--- src/rtl/sr_cmd_gen_pkg.sv ---
//------------------------------------------------------------------------------
// sr_cmd_gen_pkg : shared state encodings and constants for sr_cmd_gen
// Rev 1.0
//------------------------------------------------------------------------------
`default_nettype none

package sr_cmd_gen_pkg;

  typedef enum logic [0:0] {
    Q_LOW  = 1'b0,
    Q_HIGH = 1'b1
  } q_state_e;

  localparam int PRIO_CLR                = 0;
  localparam int PRIO_SET                = 1;
  localparam int DEFAULT_DEBOUNCE_CYCLES = 4;
  localparam int DEFAULT_CNT_W           = 3;

endpackage

`default_nettype wire

--- src/rtl/sr_debounce.sv ---
//------------------------------------------------------------------------------
// sr_debounce : 2-flop synchroniser, counting debouncer and rising-edge detect
// Rev 1.0
//------------------------------------------------------------------------------
`default_nettype none

module sr_debounce #(
  parameter int DEBOUNCE_CYCLES = 4,
  parameter int CNT_W           = 3
) (
  input  logic clk,
  input  logic rst,
  input  logic din,
  output logic stable,
  output logic rise
);

  localparam logic [CNT_W-1:0] c_cnt_last = CNT_W'(DEBOUNCE_CYCLES - 1);

  logic             r_sync1;
  logic             r_sync2;
  logic [CNT_W-1:0] r_cnt;
  logic             r_stable;
  logic             r_stable_d;

  always_ff @(posedge clk) begin
    if (rst) begin
      r_sync1    <= 1'b0;
      r_sync2    <= 1'b0;
      r_cnt      <= '0;
      r_stable   <= 1'b0;
      r_stable_d <= 1'b0;
    end else begin
      r_sync1    <= din;
      r_sync2    <= r_sync1;
      r_stable_d <= r_stable;
      // Any sample matching the stable level restarts the run, so bounces never accumulate.
      if (r_sync2 == r_stable) begin
        r_cnt <= '0;
      end else if (r_cnt == c_cnt_last) begin
        r_stable <= r_sync2;
        r_cnt    <= '0;
      end else begin
        r_cnt <= r_cnt + 1'b1;
      end
    end
  end

  assign stable = r_stable;
  assign rise   = r_stable & ~r_stable_d;

endmodule

`default_nettype wire

--- src/rtl/sr_cmd_gen.sv ---
//------------------------------------------------------------------------------
// sr_cmd_gen : debounced set/clear requests to conflict-free SR pulses
// Rev 1.0
//------------------------------------------------------------------------------
`default_nettype none

module sr_cmd_gen
  import sr_cmd_gen_pkg::*;
#(
  parameter int DEBOUNCE_CYCLES = DEFAULT_DEBOUNCE_CYCLES,
  parameter int CNT_W           = DEFAULT_CNT_W,
  parameter int SET_PRIORITY    = PRIO_CLR
) (
  input  logic clk,
  input  logic rst,
  input  logic set_in,
  input  logic clr_in,
  output logic s,
  output logic r,
  output logic q_exp,
  output logic conflict,
  output logic ignored
);

  logic     w_set_req;
  logic     w_clr_req;
  logic     w_set_stable_unused;
  logic     w_clr_stable_unused;
  logic     w_set_act;
  logic     w_clr_act;
  logic     w_s;
  logic     w_r;
  logic     w_conflict;
  logic     w_ignored;
  q_state_e w_next_state;

  q_state_e r_state;
  logic     r_s;
  logic     r_r;
  logic     r_conflict;
  logic     r_ignored;

  sr_debounce #(
    .DEBOUNCE_CYCLES (DEBOUNCE_CYCLES),
    .CNT_W           (CNT_W)
  ) u_set_db (
    .clk    (clk),
    .rst    (rst),
    .din    (set_in),
    .stable (w_set_stable_unused),
    .rise   (w_set_req)
  );

  sr_debounce #(
    .DEBOUNCE_CYCLES (DEBOUNCE_CYCLES),
    .CNT_W           (CNT_W)
  ) u_clr_db (
    .clk    (clk),
    .rst    (rst),
    .din    (clr_in),
    .stable (w_clr_stable_unused),
    .rise   (w_clr_req)
  );

  always_ff @(posedge clk) begin
    if (rst) begin
      r_state    <= Q_LOW;
      r_s        <= 1'b0;
      r_r        <= 1'b0;
      r_conflict <= 1'b0;
      r_ignored  <= 1'b0;
    end else begin
      r_state    <= w_next_state;
      r_s        <= w_s;
      r_r        <= w_r;
      r_conflict <= w_conflict;
      r_ignored  <= w_ignored;
    end
  end

  always_comb begin
    w_next_state = r_state;
    w_s          = 1'b0;
    w_r          = 1'b0;
    w_conflict   = 1'b0;
    w_ignored    = 1'b0;
    w_set_act    = w_set_req;
    w_clr_act    = w_clr_req;

    // The loser is dropped here, so at most one of set/clear survives to issue a pulse.
    if (w_set_req && w_clr_req) begin
      w_conflict = 1'b1;
      w_ignored  = 1'b1;
      if (SET_PRIORITY == PRIO_SET) begin
        w_clr_act = 1'b0;
      end else begin
        w_set_act = 1'b0;
      end
    end

    if (w_set_act) begin
      if (r_state == Q_LOW) begin
        w_s          = 1'b1;
        w_next_state = Q_HIGH;
      end else begin
        w_ignored = 1'b1;
      end
    end

    if (w_clr_act) begin
      if (r_state == Q_HIGH) begin
        w_r          = 1'b1;
        w_next_state = Q_LOW;
      end else begin
        w_ignored = 1'b1;
      end
    end
  end

  assign s        = r_s;
  assign r        = r_r;
  assign q_exp    = (r_state == Q_HIGH);
  assign conflict = r_conflict;
  assign ignored  = r_ignored;

endmodule

`default_nettype wire

--- config.mk ---
export PLATFORM = sky130hd
export DESIGN_NAME = sr_cmd_gen
export DESIGN_NICKNAME = d
export VERILOG_FILES = /design/src/rtl/sr_cmd_gen_pkg.sv /design/src/rtl/sr_debounce.sv /design/src/rtl/sr_cmd_gen.sv
export SDC_FILE = /design/constraint.sdc
export NUM_CORES = 1
export LEC_CHECK = 0
export ABC_AREA = 1
export CAP_MARGIN = 20
export CORE_MARGIN = 1.5
export CORE_UTILIZATION = 33
export CTS_CLUSTER_SIZE = 40
export DETAILED_ROUTE_END_ITERATION = 10
export SETUP_SLACK_MARGIN = 0.4
export SLEW_MARGIN = 5
export SYNTH_ARGS = -nofsm -noshare
export SYNTH_HDL_FRONTEND = slang
export SYNTH_HIERARCHICAL = 1
export SYNTH_SLANG_ARGS = --single-unit
export TNS_END_PERCENT = 100
--- constraint.sdc ---
create_clock -name clk -period 1.8 [get_ports clk]
set_input_delay 0.36 -clock clk [delete_from_list [all_inputs] [get_ports clk]]
set_output_delay 0.36 -clock clk [all_outputs]
set_load 0.05 [all_outputs]
==> results.md, run 1 <==
* Most common flop cell mapped by yosys: dfxtp_1
* Die X at about 48 um
* Core ar. at between 1500 and 2000 um^2
* Area of the multi-input gates at 221 um^2
* CTS tree: built
* # fillers at ~210
* I/O pins at 9
* Vias per inst at ~4.0
* Area share of the largest cell type after synthesis at 0.568
* Hold path startpoint: u_clr_db/r_sync1
* Slowest CP cell: clkdlybuf4s15_2
* Max IR drop VDD at just under 0.0004 V
* Yosys cell types at 11
* Dominant cell type by area after synthesis: dfxtp_1
* Sequential cell area at 380 um^2
* Final nets at 100
* Clk sinks at 19
* Top cells by area, synth: dfxtp_1 57%, nor2_1 12%, inv_1 9.0%
* Root Driver: clkbuf_4
* Buf+Inv Stages, Crit Path at 1
* DRC Markers at 0
* Count of mapped cells out of synthesis at just under 80
* R2r endpoint: u_set_db/r_cnt[2]
* Period utilisation layout at 0.737
* Ys async rst share at 0
* Fin area at around 810 um^2
* M3 GR Usage at 0.0226
* Detail Route Antenna Nets at 0
* N_diodes at 0
* Seq pwr share at 0.651
* Initial Util at 0.345
* Util after Layout at 0.419
* Worst reg2reg setup slack at 670 ps
* Critical path class: register to output port
* CP arrival at roughly 970 ps
* Drt wl/cell at a little over 7 um
* Max-cap viol count at 0
* P_leak at between 0.3 and 0.4 nW
* Final Setup Violations at 0
* H-tree levels at 1
* Register bit total from synthesis at 19
* Met2 usage at 0.144
* CP cell instances: clkdlybuf4s15_2
* TritonCTS Buffers at 3
* Number of synthesized flops with an enable pin at 0
* Syn Area/Cell at approximately 8.5 um^2
* PwrDens at 809 nW/um^2
* Switching part of the total at 0.211
* RSZ-0062 raised after global routing: no
* Net Switching at about 0.14 mW
* Hold Path Class: register to register
* Register area share after synthesis at 0.568
* Core Rows at 16
* Die ar. at around 2300 um^2
* Vias in the first global route at approximately 390
* Slew headroom at 0.693
* Status: complete, no violations
* Total negative slack at 0 ps
* Post-DP HPWL at roughly 640 um
* Int Pwr at around 0.52 mW
* Critical Path Sink Type: output port
* Commonest cells post-synth: 21 x nor2_1, 19 x dfxtp_1, 16 x inv_1
* Largest delay share family, worst path: buffers and inverters
* Critical path's largest stage delay at about 360 ps
* Met1 track demand over resource at 0.120
* Crit-path max FO at 1
* Routability cong. at about 0.73
* Grt ovf at 0
* Post-CTS Setup Bufs at 0
* Clock slew at reported path FFs at 100 ps
* Port-buffer cells at 8
* Area grow syn2layout at 21.5%
* Power share of the combinational group at 0.035
* Via count at approximately 470
* Worst Hold End: u_clr_db/r_sync2
* Drt initial violations at 3
* Fraction of layout cells with a size suffix above 1 at 0.187
* CP startpoint kind: register
* Die height at roughly 48 um
* Yosys warnings at 6
* DRT Wirelength at ~840 um
* Grt peak-use layer: met2
* Final Hold Fails at 0
* WHS at around 400 ps
* Tot GR Track Use at 0.0958
* Slew Viols, Final at 0
* 1st-pass router iterations at 4
* Final Total Pwr at between 0.6 and 0.7 mW
* Initial antenna violation count at 0
* Most instantiated library cell after synthesis: nor2_1
* Tightest Pin Transition at about 460 ps
* Clock Skew at 1.73 ps
* Max clock buf depth at 2
* CTS Hold Buffers Added at 0
* Worst hold stages at 2
* CP required at between 1000 and 1500 ps
* Min Tclk post-route at approximately 1300 ps
* Synth Net Count at just under 90
* Mapped cell area at about 670 um^2
* Reg2Reg Depth at 5
* Largest net degree at the start of global routing at 14
* Clk_lat worst skew at 290 ps
* Fmax achieved at roughly 750 MHz
* Clock power share at 0.314
* DP Area at slightly below 800 um^2
* First-pass GRT wire length at between 1.5 and 2 mm
* R2r startpoint: u_set_db/r_cnt[0]
[routing by layer]
layer,wire [um],up-vias
li1,-,258
met1,435,200
met2,359,9
met3,35,2
met4,10,0
met5,0,-
[sequential cells by signal (all words and copies together) (netlist names)]
name	flops
r	1
u_clr_db/r_sync2	1
u_clr_db/r_cnt	3
conflict	1
q_exp	1
u_clr_db/r_stable_d	1
u_set_db/stable	1
u_set_db/r_cnt	3
u_set_db/r_sync2	1
ignored	1
u_clr_db/r_sync1	1
u_clr_db/stable	1
u_set_db/r_stable_d	1
s	1
u_set_db/r_sync1	1
[metrics by stage]
step	setup WS (ps)	cells
detailed placement	297	114
global route	413	118
finish	474	118
CTS	450	118
global placement	319	114
floorplan	786	79
[how the worst max path moves through the flow]
stage	startpoint	cells after the start	endpoint	slack, ps
floorplan	u_clr_db/r_cnt[0]	5	u_clr_db/r_cnt[0]	790
global placement	rst	4	q_exp	320
detailed placement	rst	4	q_exp	300
CTS	conflict	1	conflict	450
global route	conflict	1	conflict	410
finish	conflict	1	conflict	470
[worst register-to-register path, cell delays in order, from the launching register on]
cell and delay [ps]:
dfxtp_1 330, ha_1 190, ha_1 220, nor2_2 120
nand3_2 110, nor2_1 100
[power groups by stage]
| stage | clock, mW | sequential [mW] | combinational, mW |
|---|---|---|---|
| CTS | 0.220 | 0.428 | 0.0238 |
| global route | 0.239 | 0.429 | 0.0269 |
| floorplan | 0 | 0.438 | 0.0117 |
| global placement | 0 | 0.438 | 0.0228 |
| detailed placement | 0 | 0.438 | 0.0236 |
| finish | 0.207 | 0.428 | 0.0234 |
[area by class of cell]
class / instances / share of cell area
clock buffers: 3 / 0.0277
inverters: 18 / 0.0831
well taps: 27 / 0.0415
repair buffers: 8 / 0.102
clock inverters: 1 / 0.00615
flip-flops and latches: 19 / 0.468
multi-input cells: 42 / 0.272
[repair_timing]
action,CTS,global route
endpoints found under the hold margin,0,0
resized for setup,12,0
setup endpoints to repair,4,0
[logic make-up after synthesis]
kind of cell | share of synthesized area
simple gates | 0.249
flops | 0.568
buf+inv | 0.101
fa+ha+maj | 0.0748
compound gates | 0.00747
[cells in the final DEF (no fill, tap or decap)]
master           netlist  layout
dfxtp_1               19      19
buf_4                  0       1
inv_1                 16      16
clkdlybuf4s50_1        0       3
a21oi_1                1       1
nand3_2                2       2
nor2_1                21      21
clkinv_2               0       1
clkdlybuf4s15_2        0       4
nand2_2                2       2
nor2_2                 2       2
nor3_1                 4       4
ha_1                   4       4
nand2_1                6       6
inv_2                  2       2
clkbuf_4               0       3
(Power assumes the default switching activity.)
==> run 2: changes to the inputs <==
Clock period 1.8 ns to 1.4 ns, I/O delays scaled along.
==> run 2 against run 1 <==
  * Core utilization is 7.5 points higher
  * Total power is 30% higher
  * Non-clock buffer count is 3 higher
  * Register-to-register slack worse by 250 ps
  * Final area is 18% higher
  * Clock skew is 1.5 ps higher
  * Routed wire length is 10% higher
  * Die area stayed put
  * Highest routed layer unchanged
==> results.md, run 2 (synthesized netlist as in run 1, its figures left out) <==
* Final Hold Fails at 0
* Clock slew at reported path FFs at 100 ps
* Max clock buf depth at 2
* Final Total Pwr at ~0.86 mW
* First-pass GRT wire length at 1.53 mm
* Tightest Pin Transition at roughly 170 ps
* H-tree levels at 1
* Via count at between 400 and 500
* Routability cong. at 0.756
* # fillers at approximately 190
* Largest net degree at the start of global routing at 11
* CP arrival at ~800 ps
* R2r startpoint: u_clr_db/r_cnt[0]
* Top Registers: u_clr_db/r_cnt: 3 flops, u_set_db/r_cnt: 3 flops
* I/O pins at 9
* Clk_lat worst skew at between 200 and 300 ps
* Commonest non-fill, non-tap cell in the layout: nor2_1
* Post-DP HPWL at 667 um
* Core Rows at 16
* Detail Route Antenna Nets at 0
* Critical path's largest stage delay at 370 ps
* Max-cap viol count at 0
* CTS tree: built
* Tot GR Track Use at 0.0990
* Final nets at approximately 100
* Slew headroom at 0.888
* Slew Viols, Final at 0
* Layout Cells excl Fill at between 100 and 150
* Critical path class: register to output port
* CTS Hold Buffers Added at 0
* Die X at roughly 48 um
* Hold path startpoint: u_clr_db/r_sync1
* Area grow syn2layout at 43.2%
* Total negative slack at 0 ps
* Port-buffer cells at 8
* Start point of the critical path: q_exp
* # placed instances at between 100 and 150
* Critical Path Sink Type: output port
* Initial Util at 0.345
* Highest-count cells in the layout ignoring fill and taps: 21 x nor2_1, 16 x inv_1, 10 x dfxtp_2, 8 x dfxtp_1, 6 x nand2_1
* DRT Wirelength at about 930 um
* Fmax achieved at about 930 MHz
* Slowest CP cell: dfxtp_4
* TritonCTS Buffers at 3
* Buf+Inv Stages, Crit Path at 1
* Root Driver: clkbuf_4
* Crit-path max FO at 2
* Die ar. at approximately 2300 um^2
* CP startpoint kind: register
* Max IR drop VDD at 0.000632 V
* Final Setup Violations at 0
* N_diodes at 0
* Period utilisation layout at 0.769
* Vias in the first global route at around 400
* Clock Skew at 3.20 ps
* CP cell instances: buf_12
* Clk sinks at 19
* 1st-pass router iterations at 4
* Grt ovf at 0
* PwrDens at ~890 nW/um^2
* Vias per inst at approximately 4.1
* Hold Path Class: register to register
* DRC Markers at 0
* P_leak at ~0.38 nW
* Initial antenna violation count at 0
* Largest delay share family, worst path: flip-flops
* Drt initial violations at 10
* Min Tclk post-route at 1080 ps
* Fraction of layout cells with a size suffix above 1 at 0.362
* Drt wl/cell at 7.67 um
* RSZ-0062 raised after global routing: yes
* Core ar. at roughly 1900 um^2
* Status: complete, no violations
* Die height at 48.0 um
* CP required at ~1100 ps
[run 2: path summary, 6_finish.rpt]
| kind | to | slack, ps | depth (start not counted) |
|---|---|---|---|
| worst min-delay path | u_clr_db/r_sync2 | 400 | 2 |
| worst max register to register | u_clr_db/stable | 420 | 5 |
| worst max-delay path | q_exp | 320 | 1 |
| worst min register to register | u_clr_db/r_sync2 | 400 | 2 |
[run 2: through the flow]
step,utilization,setup WS [ps],instance area [um^2],hold slack [ps]
after floorplan,-,408,674,351
final,0.494,323,958,404
after CTS,0.491,325,953,406
after global placement,0.439,198,853,390
after global routing,0.494,293,958,417
after detailed placement,0.439,185,853,392
[run 2: layout make-up]
class,count,area [um^2],share of cell area
tap,27,33.8,0.0352
clock buffer,4,26.3,0.0274
inverter,18,67.6,0.0705
sequential,19,397,0.414
timing repair buffer,11,153,0.159
multi-input combinational,42,282,0.294
[run 2: layer usage]
| layer | GRT usage | wire (um) | vias to the layer above |
|---|---|---|---|
| met5 | 0 | 0 | - |
| met4 | 0.0486 | 9 | 0 |
| met3 | 0.0453 | 53 | 2 |
| met2 | 0.147 | 444 | 15 |
| met1 | 0.121 | 421 | 216 |
| li1 | - | - | 261 |
[run 2: where the power goes]
part | total (mW) | switching [mW] | leakage (nW) | internal (mW)
clock network | 0.268 | 0.157 | 0.0150 | 0.111
registers | 0.549 | 0.00392 | 0.160 | 0.546
logic | 0.0387 | 0.0180 | 0.205 | 0.0206
[run 2: repair_timing]
| item | 4_1_cts | 5_1_grt |
|---|---|---|
| pin swaps | 10 | 4 |
| gates resized for setup | 16 | 4 |
| buffers inserted | 1 | 0 |
| endpoints found under the setup margin | 12 | 15 |
| hold endpoints to repair | 0 | 0 |
==> run 3: changes to the inputs <==
Clock period 1.4 ns to 1.1 ns, I/O delays scaled along.
==> run 3 against run 2 <==
  * Sequential power is 28% higher
  * Register-to-register slack worse by 350 ps
  * Final area is 7.8% higher
  * Critical path depth is 4 higher
  * Clock skew is 5.4 ps higher
  * Combinational power is 40% higher
  * Non-clock buffer count is 5 higher
  * Worst hold slack better by 0.74 ps
  * Sequential share of layout area is 3.0 points lower
==> results.md, run 3 (synthesized netlist as in run 1, its figures left out) <==
* Drt initial violations at 2
* Grt ovf at 0
* Core ar. at ~1900 um^2
* Largest net degree at the start of global routing at 11
* Clk sinks at 19
* Die X at between 40 and 50 um
* Slew headroom at 0.904
* Final Hold Fails at 0
* Routability cong. at about 0.7
* CP most frequent cell: ha_4
* Tot GR Track Use at 0.117
* P_leak at around 0.41 nW
* Core Rows at 16
* Clock Skew at approximately 8.6 ps
* Drt wl/cell at about 9.0 um
* 1st-pass router iterations at 3
* Critical path's largest stage delay at roughly 350 ps
* PwrDens at approximately 1100 nW/um^2
* WHS at approximately 400 ps
* Top Registers: u_clr_db/r_cnt: 3 flops, u_set_db/r_cnt: 3 flops
* TritonCTS Buffers at 3
* Initial antenna violation count at 0
* Port-buffer cells at 8
* First-pass GRT wire length at approximately 1.8 mm
* Max-cap viol count at 0
* Highest-count cells in the layout ignoring fill and taps: 19 x nor2_1, 13 x inv_1, 10 x dfxtp_2, 8 x dfxtp_1
* Critical Path Sink Type: register
* Area grow syn2layout at 54.4%
* Tightest Pin Transition at 143 ps
* Detail Route Antenna Nets at 0
* CP startpoint kind: register
* Status: complete, no violations
* N_diodes at 0
* Vias per inst at ~4.0
* Min Tclk post-route at around 1000 ps
* H-tree levels at 1
* Via count at ~510
* CP cell instances: ha_4 > ha_4 > nor2_4 > nand3_2 > nor2_1
* Slowest CP cell: dfxtp_2
* Post-DP HPWL at 772 um
* RSZ-0062 raised after global routing: yes
* Final Total Pwr at 1.09 mW
* Clk_lat worst skew at about 290 ps
* CP arrival at between 1000 and 1500 ps
* Fraction of layout cells with a size suffix above 1 at 0.485
* Die ar. at around 2300 um^2
* Clock slew at reported path FFs at around 100 ps
* CTS tree: built
* Crit-path max FO at 3
* Period utilisation layout at 0.933
* DRT Wirelength at 1.14 mm
* I/O pins at 9
* Final Setup Violations at 0
* Root Driver: clkbuf_4
* Total negative slack at 0 ps
* Critical path class: register to register
* Max clock buf depth at 2
* Die height at slightly below 50 um
* DRC Markers at 0
* Fmax achieved at 975 MHz
* CP required at about 1300 ps
* CTS Hold Buffers Added at 0
* Initial Util at 0.345
* Max IR drop VDD at 0.000595 V
* Slew Viols, Final at 0
* Hold Path Class: input port to register
* Commonest non-fill, non-tap cell in the layout: nor2_1
* Vias in the first global route at about 430
* Final nets at 108
[run 3: worst paths after layout]
check                                  startpoint                 to  slack [ps]  depth (start not counted)
worst max-delay path            u_clr_db/r_cnt[0]  u_clr_db/r_cnt[2]          70                          5
worst min-delay path                          rst           conflict         400                          3
worst max register to register  u_clr_db/r_cnt[0]  u_clr_db/r_cnt[2]          70                          5
worst min register to register   u_set_db/r_sync1   u_set_db/r_sync2         410                          2
[run 3: worst max-delay path: cells and delay by family, from the launching register on]
family,cells,cell delay (ps)
fa+ha+maj,2,330
simple gates,3,290
flops,1,350
[run 3: layout make-up]
class | count | area [um^2]
tap | 27 | 33.8
fill | 184 | 908
timing repair buffer | 16 | 194
inverter | 18 | 70.1
multi-input combinational | 42 | 313
sequential | 19 | 397
clock buffer | 4 | 26.3
[run 3: report_power, final]
group	leakage [nW]	internal [mW]	switching, mW	total, mW
combinational	0.234	0.0277	0.0266	0.0543
sequential	0.160	0.694	0.00535	0.700
clock	0.0150	0.141	0.191	0.332
total	0.409	0.863	0.223	1.09
[run 3: metal layers]
layer | vias to the layer above | wire length [um] | GRT usage | share of wire
met2 | 9 | 653 | 0.216 | 0.57
li1 | 272 | - | - | -
met5 | - | 0 | 0 | 0
met1 | 226 | 443 | 0.121 | 0.39
met4 | 0 | 9 | 0.0649 | 0.0079
met3 | 2 | 32 | 0.0226 | 0.028
[run 3: per-stage QoR]
stage	utilization	instance area [um^2]	worst slack [ps]	cells
floorplan	-	741	190	79
global placement	0.474	920	-41.2	116
detailed placement	0.474	920	-67.6	116
CTS	0.526	1020	79.8	126
global route	0.532	1030	27.2	126
finish	0.532	1030	74.2	126
[run 3: timing repair]
item	in CTS	in global routing
pin swaps	5	5
endpoints found under the setup margin	24	18
buffers inserted	5	0
resized for setup	12	3
gates cloned	1	0
